--- config.mk ---
export PLATFORM = sky130hd
export DESIGN_NAME = lap_timer
export DESIGN_NICKNAME = d
export VERILOG_FILES = /design/src/rtl/stopwatch_pkg.sv /design/src/rtl/bcd_digit.sv /design/src/rtl/lap_timer.sv
export SDC_FILE = /design/constraint.sdc
export NUM_CORES = 1
export LEC_CHECK = 0
export ABC_AREA = 1
export BUFFER_PORTS_ARGS = -buffer_cell sky130_fd_sc_hd__buf_4
export CAP_MARGIN = 10
export CORE_UTILIZATION = 45
export CTS_BUF_LIST = sky130_fd_sc_hd__clkbuf_16
export CTS_CLUSTER_SIZE = 10
export DETAILED_ROUTE_END_ITERATION = 12
export PLACE_DENSITY = 0.75
export SLEW_MARGIN = 20
export SYNTH_ARGS = -nofsm -noshare
export SYNTH_HDL_FRONTEND = slang
export SYNTH_SLANG_ARGS = --single-unit
--- constraint.sdc ---
create_clock -name clk -period 3.1 [get_ports clk]
set_input_delay 0.155 -clock clk [delete_from_list [all_inputs] [get_ports clk]]
set_output_delay 0.155 -clock clk [all_outputs]
set_load 0.02 [all_outputs]
--- src/rtl/stopwatch_pkg.sv ---
// rtl/stopwatch_pkg.sv - shared types and digit radices for the lap timer
package stopwatch_pkg;

  localparam int unsigned NUM_DIGITS = 6;

  // Index 0 is 1/100 s, index 5 is tens of minutes.
  typedef logic [NUM_DIGITS-1:0][3:0] bcd_time_t;

  localparam int unsigned DIGIT_RADIX [NUM_DIGITS] = '{10, 10, 10, 6, 10, 6};

  function automatic logic [3:0] sat_digit(input logic [3:0] v, input int unsigned radix);
    logic [3:0] top;
    top = 4'(radix - 1);
    return (v > top) ? top : v;
  endfunction

endpackage

--- src/rtl/bcd_digit.sv ---
// rtl/bcd_digit.sv - one up/down BCD digit with saturating load
module bcd_digit
  import stopwatch_pkg::*;
#(
  parameter int unsigned RADIX = 10
) (
  input  logic       clk,
  input  logic       reset,
  input  logic       en,
  input  logic       dir,
  input  logic       load,
  input  logic [3:0] load_val,
  output logic [3:0] value,
  output logic       at_term
);

  localparam logic [3:0] TOP = 4'(RADIX - 1);

  logic [3:0] value_q, value_d;

  always_comb begin
    value_d = value_q;
    if (load) begin
      value_d = sat_digit(load_val, RADIX);
    end else if (en) begin
      if (dir) value_d = (value_q == 4'd0) ? TOP : value_q - 4'd1;
      else     value_d = (value_q == TOP) ? 4'd0 : value_q + 4'd1;
    end
  end

  always_ff @(posedge clk or posedge reset) begin
    if (reset) value_q <= '0;
    else       value_q <= value_d;
  end

  assign value = value_q;
  // Terminal value is where this digit hands a carry/borrow to the next one.
  assign at_term = dir ? (value_q == 4'd0) : (value_q == TOP);

endmodule

--- src/rtl/lap_timer.sv ---
// rtl/lap_timer.sv - BCD stopwatch/countdown timer with a lap capture FIFO
module lap_timer
  import stopwatch_pkg::*;
#(
  parameter int unsigned TICK_DIV  = 1000000,
  parameter int unsigned LAP_DEPTH = 4
) (
  input  logic        clk,
  input  logic        reset,
  input  logic        run,
  input  logic        count_down,
  input  logic        load,
  input  logic [23:0] preset,
  input  logic        lap,
  input  logic        lap_rd,
  output logic [3:0]  digit0,
  output logic [3:0]  digit1,
  output logic [3:0]  digit2,
  output logic [3:0]  digit3,
  output logic [3:0]  digit4,
  output logic [3:0]  digit5,
  output logic [23:0] lap_data,
  output logic        lap_valid,
  output logic        lap_full,
  output logic        lap_overflow,
  output logic        expired
);

  localparam int unsigned PW = (TICK_DIV > 1) ? $clog2(TICK_DIV) : 1;
  localparam int unsigned AW = (LAP_DEPTH > 1) ? $clog2(LAP_DEPTH) : 1;
  localparam int unsigned CW = AW + 1;
  localparam logic [PW-1:0] PRE_TOP = PW'(TICK_DIV - 1);
  localparam bcd_time_t LAST_TICK = 24'h000001;

  logic [PW-1:0] pre_q, pre_d;
  logic exp_q, exp_d;
  logic tick, hold;
  bcd_time_t cur;
  logic [NUM_DIGITS-1:0] at_term, carry;

  assign tick = run && (pre_q == PRE_TOP);
  // In down mode every digit at terminal means 00:00.00: freeze instead of wrapping.
  assign hold = count_down && (&at_term);

  always_comb begin
    carry[0] = tick && !hold;
    for (int i = 1; i < NUM_DIGITS; i++) carry[i] = carry[i-1] && at_term[i-1];
  end

  for (genvar i = 0; i < NUM_DIGITS; i++) begin : g_digit
    bcd_digit #(.RADIX(DIGIT_RADIX[i])) u_digit (
      .clk      (clk),
      .reset    (reset),
      .en       (carry[i]),
      .dir      (count_down),
      .load     (load),
      .load_val (preset[4*i +: 4]),
      .value    (cur[i]),
      .at_term  (at_term[i])
    );
  end

  always_comb begin
    pre_d = pre_q;
    exp_d = exp_q;
    if (load) begin
      pre_d = '0;
      exp_d = 1'b0;
    end else begin
      if (run) pre_d = tick ? '0 : pre_q + PW'(1);
      if (tick && count_down && cur == LAST_TICK) exp_d = 1'b1;
    end
  end

  always_ff @(posedge clk or posedge reset) begin
    if (reset) begin
      pre_q <= '0;
      exp_q <= 1'b0;
    end else begin
      pre_q <= pre_d;
      exp_q <= exp_d;
    end
  end

  bcd_time_t mem [LAP_DEPTH];
  logic [AW-1:0] wr_ptr_q, wr_ptr_d, rd_ptr_q, rd_ptr_d;
  logic [CW-1:0] cnt_q, cnt_d;
  logic ovf_q, ovf_d;
  logic fifo_full, fifo_empty, push, pop;

  assign fifo_full  = (cnt_q == CW'(LAP_DEPTH));
  assign fifo_empty = (cnt_q == '0);
  // A lap on a full FIFO still lands when the head is popped in the same cycle.
  assign push = lap && (!fifo_full || lap_rd);
  assign pop  = lap_rd && !fifo_empty;

  always_comb begin
    wr_ptr_d = push ? wr_ptr_q + AW'(1) : wr_ptr_q;
    rd_ptr_d = pop  ? rd_ptr_q + AW'(1) : rd_ptr_q;
    cnt_d    = cnt_q + CW'(push) - CW'(pop);
    ovf_d    = ovf_q;
    if (load)                             ovf_d = 1'b0;
    else if (lap && fifo_full && !lap_rd) ovf_d = 1'b1;
  end

  always_ff @(posedge clk or posedge reset) begin
    if (reset) begin
      wr_ptr_q <= '0;
      rd_ptr_q <= '0;
      cnt_q    <= '0;
      ovf_q    <= 1'b0;
    end else begin
      wr_ptr_q <= wr_ptr_d;
      rd_ptr_q <= rd_ptr_d;
      cnt_q    <= cnt_d;
      ovf_q    <= ovf_d;
    end
  end

  always_ff @(posedge clk) begin
    if (push) mem[wr_ptr_q] <= cur;
  end

  assign digit0       = cur[0];
  assign digit1       = cur[1];
  assign digit2       = cur[2];
  assign digit3       = cur[3];
  assign digit4       = cur[4];
  assign digit5       = cur[5];
  assign lap_data     = fifo_empty ? '0 : mem[rd_ptr_q];
  assign lap_valid    = !fifo_empty;
  assign lap_full     = fifo_full;
  assign lap_overflow = ovf_q;
  assign expired      = exp_q;

endmodule

==> summary.md <==
| Metric | Value |
|---|---|
| Syn Nets | `between 900 and 1,000` |
| Total Routing Usage GR | `21.0%` |
| CTS resizes | `0` |
| Final hold violation count | `0` |
| Vias in the first global route | `about 5,800` |
| Worst path slowest cell | `dfrtp_1` |
| First-pass DRT Iterations | `5` |
| Final setup fails | `0` |
| Peak ir drop on the vdd network | `approximately 0.47 mV` |
| Largest net degree at the start of global routing | `between 40 and 50` |
| Fillcell total | `roughly 1,500` |
| Fin util | `between 50 and 60%` |
| Multi-input gate area | `2930 um^2` |
| Max cap viols | `0` |
| Post-synth EDFFs | `96` |
| Final Cycle Share | `77.2%` |
| RR Startpoint | `cnt_q[1]` |
| Power Internal | `~4600 uW` |
| Ant diodes | `0` |
| Final antenna-violating net count | `0` |
| Tightest Pin Transition | `0.810 ns` |
| Flops & latches, synth | `around 150` |
| Post-CTS Setup Repair Bufs | `0` |
| Vias per inst | `between 5 and 6` |
| Final HPWL DP | `11.6 mm` |
| Core area | `about 16,000 um^2` |
| CTS root buf | `clkbuf_16` |
| Synth warnings | `0` |
| Core Rows | `47` |
| Synth Area per Inst | `about 8.7 um^2` |
| WL final | `about 17 mm` |
| Worst EP required | `3.41 ns` |
| Starting Density | `45.9%` |
| Reg power frac | `a little under two fifths` |
| CP peak stage delay | `~0.42 ns` |
| Final Critical Period | `about 2.4 ns` |
| Worst Skew | `about 0.0095 ns` |
| HP Class | `primary input to register` |
| Initial antenna violation count | `0` |
| Fin. max-slew vios | `0` |
| Area contributors post-synth | `edfxtp_1 (38%), dfrtp_1 (18%), nor2_1 (8.4%)` |
| Fin Setup TNS | `0 ns` |
| # DRC | `0` |
| Crit path DAT | `roughly 2.7 ns` |
| Vias | `6,259` |
| Max Clk Rate | `between 0.4 and 0.5 GHz` |
| Crit-path cells | `or2_2 -> nor2_1 -> nand2_1 -> nand2_1 -> ha_1 -> inv_1 -> ha_1 -> inv_1 -> fa_1 -> xor2_1` |
| Layout cells sized above 1 | `16.8%` |
| Total Nets Final | `a little under 1,000` |
| Reg2Reg Setup Slack | `0.71 ns` |
| 1st-iter DRT viols | `around 420` |
| Clock Pin Slew Worst Setup and Hold Paths | `0.07 ns` |
| Htree depth | `4` |
| Worst Path Class, Setup | `register to register` |
| Library cells used by synthesis | `40` |
| # IOs | `83` |
| Register Area | `roughly 4200 um^2` |
| Synth area leader | `edfxtp_1` |
| Pwr dens | `829 nW/um^2` |
| Total gr overflow | `0` |
| Die H | `around 130 um` |
| Crit path from | `cnt_q[1]` |
| Net Sw Power | `2840 uW` |
| Worst-Skew Late Latency | `0.42 ns` |
| Sw Share | `38.2%` |
| Number of buffers and inverters on the critical path | `2` |
| Clock Sinks | `between 100 and 150` |
| Worst-path fanout max | `8` |
| Crit path max-delay family | `simple AND/OR/NAND/NOR gates` |
| Source of the worst hold timing path | `run` |
| Cts hold-fix bufs | `1` |
| CP Capture Type | `register` |
| Clk pwr share | `26.1%` |
| Predominant post-synthesis flop cell | `edfxtp_1` |
| Area share of the leading cell type in the synthesized netlist | `about two fifths` |
| Port buffer count | `82` |
| CP startpoint kind | `register` |
| Max clock buf depth | `2` |
| GPL Wtd Cong | `between 0.9 and 1` |
| Synth async-reset ratio | `35.6%` |
| Mapped Area | `7550 um^2` |
| RSZ-0062 raised after global routing | `false` |
| Rel. slew slack | `between 40% and 50%` |
| Die Wd | `between 100 and 150 um` |
| Die area | `17,300 um^2` |
| Synth-to-layout area growth | `18.8%` |
| First-pass GRT wire length | `28.6 mm` |
| CTS tree | `yes` |
| Post-Synthesis Cells | `about 870` |
| Drt wl/cell | `roughly 15 um` |
| Post-synth top cells | `nor2_1 (170), nand2_1 (153), edfxtp_1 (96)` |
| Cts bufs inserted | `17` |
| Post-synthesis sequential area ratio | `between 50 and 60%` |
| Count leader, synth | `nor2_1` |
| Pleak | `around 0.0038 uW` |
| Status | `finished, final reports clean` |
| Comb pwr share | `36.3%` |
-- final cells by class --
class	instances	share of cell area, %
clock buffer	17	4.74
clock inverter	15	1.52
inverter	76	3.18
multi-input combinational	615	32.7
sequential	149	46.9
tap	220	3.07
timing repair buffer	94	7.89
-- final timing paths --
kind | endpoint | depth (start not counted)
max in group asynchronous | g_digit[2].u_digit.value[1] | 4
setup / recovery | cnt_q[2] | 10
hold reg to reg | pre_q[1] | 2
min in group asynchronous | cnt_q[1] | 3
setup reg to reg | cnt_q[2] | 10
hold / removal | pre_q[1] | 3
-- worst register-to-register path: cells and delay by family, from the launching register on --
| family | cells | cell delay (ns) |
|---|---|---|
| flops | 1 | 0.42 |
| simple gates | 4 | 0.82 |
| buf+inv | 2 | 0.09 |
| fa+ha+maj | 3 | 0.77 |
| xor+xnor | 1 | 0.16 |
-- cell usage in the layout, fill, tap and decap left out, drive strengths merged, types with 2 or more instances in the layout --
master,n
xnor2,2
edfxtp,96
dfrtp,53
buf,93
o21ai,104
nor2,180
nand3,45
xor2,11
clkinvlp,2
a21oi,47
ha,7
nor4,3
nand2,159
nand4,20
a22oi,3
clkinv,4
inv,85
or2,2
a22o,2
clkbuf,17
nand3b,4
a31oi,3
nor3,16
-- power by group through the flow --
| stage | combinational (uW) | sequential [uW] | clock [uW] |
|---|---|---|---|
| 3_3_place_gp | 2660 | 2820 | 0 |
| 6_report | 2700 | 2800 | 1940 |
| 4_1_cts | 2720 | 2800 | 1970 |
| 2_1_floorplan | 1710 | 2820 | 0 |
| 3_5_place_dp | 2710 | 2840 | 0 |
| 5_1_grt | 3010 | 2840 | 2050 |
-- cell families after synthesis --
family,share of synthesized area (%)
xor gates and xnor gates,1.51
AOI/OAI and AO/OA,11.3
DFF,55.7
buffers and inverters,5.60
and+or+nand+nor,24.4
adders and majority gates,1.42
-- metrics by stage --
| step | worst slack [ns] | cell area (um^2) | hold WS [ns] | total power [uW] | instances |
|---|---|---|---|---|---|
| after floorplan | 0.646 | 7550 | 0.313 | 4530 | 872 |
| after global placement | 0.745 | 8400 | 0.371 | 5480 | 1153 |
| after detailed placement | 0.720 | 8400 | 0.384 | 5540 | 1153 |
| after CTS | 0.690 | 8970 | 0.000908 | 7490 | 1186 |
| after global routing | 0.488 | 8970 | 0.0467 | 7900 | 1186 |
| final | 0.706 | 8970 | 0.0204 | 7440 | 1186 |
-- state kept, by name (all words and copies together) (netlist names) --
register and flops:
pre_q 20, cnt_q 3, rd_ptr_q 2, lap_overflow 1
wr_ptr_q 2, mem 96, g_digit.u_digit.value 24, expired 1
-- metal layers --
| metal | global-route usage [%] | up-vias | routed length [um] |
|---|---|---|---|
| met5 | 0 | - | 0 |
| met4 | 8.46 | 0 | 314 |
| met3 | 3.63 | 28 | 817 |
| met2 | 35.2 | 178 | 8640 |
| met1 | 26.8 | 2940 | 7520 |
| li1 | - | 3113 | - |
Power figures use the tool's default switching activity.
